File: src/rtl/fifo_piso_serializer.sv
// fifo_piso_serializer
// Pops one word at a time from the asynchronous FIFO's read port and shifts
// it out one bit per tick_i strobe. The serial line carries valid and
// last-bit qualifiers.
// Optional feature: define FIFO_PISO_PARITY_EN to append an even-parity bit
// after the data bits of every frame.
module fifo_piso_serializer #(
  parameter int WIDTH     = 8,
  parameter bit MSB_FIRST = 1'b0
) (
  input  logic             clk_i,
  input  logic             rst_n_i,
  input  logic             fifo_empty_i,
  input  logic [WIDTH-1:0] fifo_rdata_i,
  output logic             fifo_rd_en_o,
  input  logic             tick_i,
  output logic             sdata_o,
  output logic             svalid_o,
  output logic             slast_o,
  output logic             busy_o
);

  localparam int CW = $clog2(WIDTH + 2);

`ifdef FIFO_PISO_PARITY_EN
  localparam bit PARITY_EN = 1'b1;
  localparam int N         = WIDTH + 1;
`else
  localparam bit PARITY_EN = 1'b0;
  localparam int N         = WIDTH;
`endif

  localparam logic [CW-1:0] LAST_IDX = CW'(N - 1);
  localparam logic [CW-1:0] PAR_IDX  = CW'(WIDTH);

  typedef enum logic [1:0] {
    IDLE  = 2'd0,
    FETCH = 2'd1,
    LOAD  = 2'd2,
    SHIFT = 2'd3
  } state_t;

  state_t           state_q, state_d;
  logic [CW-1:0]    cnt_q, cnt_d;
  logic [WIDTH-1:0] shreg_q, shreg_d;
  logic             par_q, par_d;

  logic             rd_en_d;
  logic             sdata_d;
  logic             svalid_d;
  logic             slast_d;
  logic             busy_d;

  // Next-state and datapath; outputs are derived from the next state so that
  // every output can be registered without adding a cycle of lag.
  always_comb begin
    state_d = state_q;
    cnt_d   = cnt_q;
    shreg_d = shreg_q;
    par_d   = par_q;

    case (state_q)
      IDLE: begin
        if (!fifo_empty_i) begin
          state_d = FETCH;
        end
      end
      FETCH: begin
        state_d = LOAD;
      end
      LOAD: begin
        shreg_d = fifo_rdata_i;
        par_d   = ^fifo_rdata_i;
        cnt_d   = '0;
        state_d = SHIFT;
      end
      SHIFT: begin
        if (tick_i) begin
          if (cnt_q == LAST_IDX) begin
            state_d = fifo_empty_i ? IDLE : FETCH;
          end else begin
            cnt_d   = cnt_q + 1'b1;
            shreg_d = MSB_FIRST ? {shreg_q[WIDTH-2:0], 1'b0}
                                : {1'b0, shreg_q[WIDTH-1:1]};
          end
        end
      end
      default: begin
        state_d = IDLE;
      end
    endcase

    rd_en_d  = (state_d == FETCH);
    busy_d   = (state_d != IDLE);
    svalid_d = (state_d == SHIFT);
    slast_d  = svalid_d && (cnt_d == LAST_IDX);

    if (!svalid_d) begin
      sdata_d = 1'b1;
    end else if (PARITY_EN && (cnt_d == PAR_IDX)) begin
      sdata_d = par_d;
    end else begin
      sdata_d = MSB_FIRST ? shreg_d[WIDTH-1] : shreg_d[0];
    end
  end

  // State, datapath and output registers; reset drops any word already popped.
  always_ff @(posedge clk_i or negedge rst_n_i) begin
    if (!rst_n_i) begin
      state_q      <= IDLE;
      cnt_q        <= '0;
      shreg_q      <= '0;
      par_q        <= 1'b0;
      fifo_rd_en_o <= 1'b0;
      sdata_o      <= 1'b1;
      svalid_o     <= 1'b0;
      slast_o      <= 1'b0;
      busy_o       <= 1'b0;
    end else begin
      state_q      <= state_d;
      cnt_q        <= cnt_d;
      shreg_q      <= shreg_d;
      par_q        <= par_d;
      fifo_rd_en_o <= rd_en_d;
      sdata_o      <= sdata_d;
      svalid_o     <= svalid_d;
      slast_o      <= slast_d;
      busy_o       <= busy_d;
    end
  end

endmodule

File: config.mk
export PLATFORM = sky130hd
export DESIGN_NAME = fifo_piso_serializer
export DESIGN_NICKNAME = d
export VERILOG_FILES = /design/src/rtl/fifo_piso_serializer.sv
export SDC_FILE = /design/constraint.sdc
export NUM_CORES = 1
export LEC_CHECK = 0
export BUFFER_PORTS_ARGS = -buffer_cell sky130_fd_sc_hd__buf_2
export CAP_MARGIN = 40
export CORE_MARGIN = 2
export CORE_UTILIZATION = 57
export CTS_CLUSTER_DIAMETER = 120
export DETAILED_ROUTE_END_ITERATION = 8
export PLACE_DENSITY = 0.93
export SETUP_SLACK_MARGIN = 0.1
export SLEW_MARGIN = 25
export SYNTH_ARGS = -nofsm -noshare
export SYNTH_HDL_FRONTEND = slang
export SYNTH_SLANG_ARGS = --single-unit
File: constraint.sdc
create_clock -name clk_i -period 2.3 [get_ports clk_i]
set_input_delay 0.23 -clock clk_i [delete_from_list [all_inputs] [get_ports clk_i]]
set_output_delay 0.23 -clock clk_i [all_outputs]
set_load 0.01 [all_outputs]
==> summary.txt <==
Timing
  • Clock skew after layout: roughly 0.0016 ns
  • Fin crit period: between 1.5 and 2 ns
  • Slew Limit Fails: 0
  • Min Hold Slack: roughly 0.12 ns
  • Max Clock Freq: between 500 and 600 MHz
  • Final worst path period share: between 70 and 80%
  • Max transition margin: 66.3%
  • Sum Neg Setup Slack: 0 ns
  • Actual transition at the worst max-transition pin: 0.505 ns
  • Endpoints failing setup: 0
  • RSZ-0062 raised after global routing: no
  • Final hold violation count: 0

Floorplanning
  • # IOs: 17
  • Chip height: 44.7 um
  • Row count: 14
  • Initial Utilization: 61.9%
  • Die Wd: 44.7 um
  • Die area: roughly 2000 um^2
  • Core area: 1520 um^2

Cells and area
  • Final nets: 129
  • Synthesis-to-layout area growth: 12.5%
  • FILL cells: 113
  • N_diodes: 0
  • Layout cell share with drive strength beyond 1: 24.3%
  • Register area: around 480 um^2
  • Area of the multi-input gates: 414 um^2

Clock network
  • Reg clk slew, reported paths: 0.10 ns
  • Num Clock Sinks: 19
  • H-tree levels: 1
  • Longest Clk Path Bufs: 2
  • Worst skew pair latency: 0.30 ns
  • CTS tree: done
  • TritonCTS Buffers: 3
  • Clock root buffer: clkbuf_4

Placed design
  • HPWL after DPL: 1.30 mm
  • Port buffer count: 16
  • Routability-driven placement congestion ratio: 0.844

Detailed routing
  • Detailed Routing Iterations Pass 1: 4
  • DRC errors left: 0
  • WL/cell: 13.6 um
  • Vias per Instance: just under 6
  • WL final: 1.78 mm
  • Number of DRC markers in iteration 0: 33
  • Routed vias: 781
  • Antenna Nets Post-Route: 0

GRT
  • Antenna violations before repair: 0
  • GRT Residual Overflow: 0
  • Vias in the first global route: 692
  • First-pass GRT wire length: roughly 3.1 mm
  • GR Util All Layers: 21.6%
  • Pin count of the biggest net entering global routing: 20

Yosys
  • Seq/Total Area, Yosys: roughly 51%
  • Post-synth ARST share: 100%
  • Mapped Cells: just under 100
  • Post-synthesis register bit count: 19
  • Synth warn: 0
  • Post-synth cell types: 33
  • Mapped Nets: 110
  • Post-synth top flop: dfrtp_1
  • Avg Inst Size Synth: 9.73 um^2
  • Mapped cell area: between 900 and 1000 um^2
  • EDFF count, synth: 0

Power and ir drop
  • Maximum vdd ir drop: between 0.0006 and 0.0007 V
  • LEAKAGE: 0.000495 uW
  • Pwr/cell area: roughly 1100 nW/um^2

Worst setup path
  • Setup crit end kind: register
  • Worst Path Arrival: 1.93 ns
  • CP Data Required Time: roughly 2.5 ns
  • Max FO, Critical Path: 6
  • Type of the worst setup path: reg -> reg
  • Setup crit start kind: register

Job
  • Max-capacitance violation count: 0

Status
  • Status: completed

Min path
  • Hold Path Class: in -> reg
path summary, 6_finish.rpt:
path | start | end | slack, ns | depth (start not counted)
worst max-delay path | cnt_q[0] | busy_o | 0.55 | 5
worst min-delay path | fifo_empty_i | fifo_rd_en_o | 0.12 | 2
worst max register to register | cnt_q[0] | busy_o | 0.55 | 5
worst min register to register | shreg_q[0] | shreg_q[0] | 0.51 | 2
max in group asynchronous | rst_n_i | sdata_o | 1.58 | 2
min in group asynchronous | rst_n_i | cnt_q[1] | 0.39 | 2
critical path, cell delays in order (launching register included):
cell and delay [ns]:
dfrtp_1 0.45, ha_1 0.27, and3b_1 0.28, and3_2 0.23
a21oi_1 0.10, or2_2 0.30
logic make-up (layout without fill, tap and decap cells):
group | Yosys count | in the layout | share of synthesized area (%)
XOR/XNOR | 2 | 2 | 1.86
adder cells (fa/ha/maj) | 1 | 1 | 1.33
AND/OR/NAND/NOR | 39 | 39 | 22.4
buffers and inverters | 10 | 28 | 5.57
flip-flops | 19 | 19 | 50.5
AO/OA/AOI/OAI | 26 | 26 | 18.3
what timing repair did:
item / in CTS / in global routing
buffers inserted: 0 / 0
hold endpoints to repair: 18 / 0
hold buffers: 1 / 0
resized for setup: 0 / 0
power breakdown:
part           internal [uW]  total (uW)  switching (uW)
combinational            227         458             231
clock                   67.6         165            97.5
sequential               457         565             108
cells in the final DEF, fill, tap and decap left out, drive strengths merged, types with 2 or more instances in the layout:
| cell type | n |
|---|---|
| a31oi | 2 |
| o31ai | 2 |
| a21oi | 9 |
| xor2 | 2 |
| nor2 | 15 |
| nand2b | 7 |
| dfrtp | 18 |
| nand4 | 2 |
| buf | 18 |
| o21ai | 3 |
| inv | 5 |
| nand2 | 5 |
| clkbuf | 4 |
| o22ai | 7 |
cell usage after synthesis, drive strengths merged, types with 2 or more instances:
cell	count	share of area, %
nand2	5	2.3
inv	5	2.0
nand4	2	1.3
o31ai	2	3.1
a21oi	9	4.8
o22ai	7	4.6
nor2	15	6.0
a31oi	2	1.3
xor2	2	1.9
o21ai	3	1.6
clkbuf	4	2.8
nand2b	7	4.6
dfrtp	18	48
flip-flops by register name, summed over array words and instances (netlist names):
| signal | count |
|---|---|
| slast_o | 1 |
| busy_o | 1 |
| sdata_o | 1 |
| cnt_q | 4 |
| svalid_o | 1 |
| state_q | 2 |
| fifo_rd_en_o | 1 |
| shreg_q | 8 |
metrics by stage:
stage | power, uW | instance area (um^2) | utilization (%) | instances | setup slack (ns)
after floorplan | 908 | 943 | - | 97 | 0.723
after global placement | 1000 | 1020 | 67.2 | 126 | 0.651
after detailed placement | 1020 | 1020 | 67.2 | 126 | 0.586
after CTS | 1190 | 1060 | 69.6 | 131 | 0.559
after global routing | 1280 | 1060 | 69.6 | 131 | 0.448
final | 1190 | 1060 | 69.6 | 131 | 0.555
per-layer routing:
| layer | up-vias | track usage (%) | wire, um |
|---|---|---|---|
| li1 | 375 | - | - |
| met1 | 363 | 30.6 | 755 |
| met2 | 38 | 33.3 | 868 |
| met3 | 5 | 2.86 | 127 |
| met4 | 0 | 9.09 | 31 |
| met5 | - | 0 | 0 |
final cells by class:
class	count	share of cell area, %
inverters	5	1.77
clock buffers	4	2.48
well taps	16	1.89
flip-flops and latches	19	44.9
multi-input cells	68	39.0
repair buffers	19	9.91
Power figures use the tool's default switching activity.
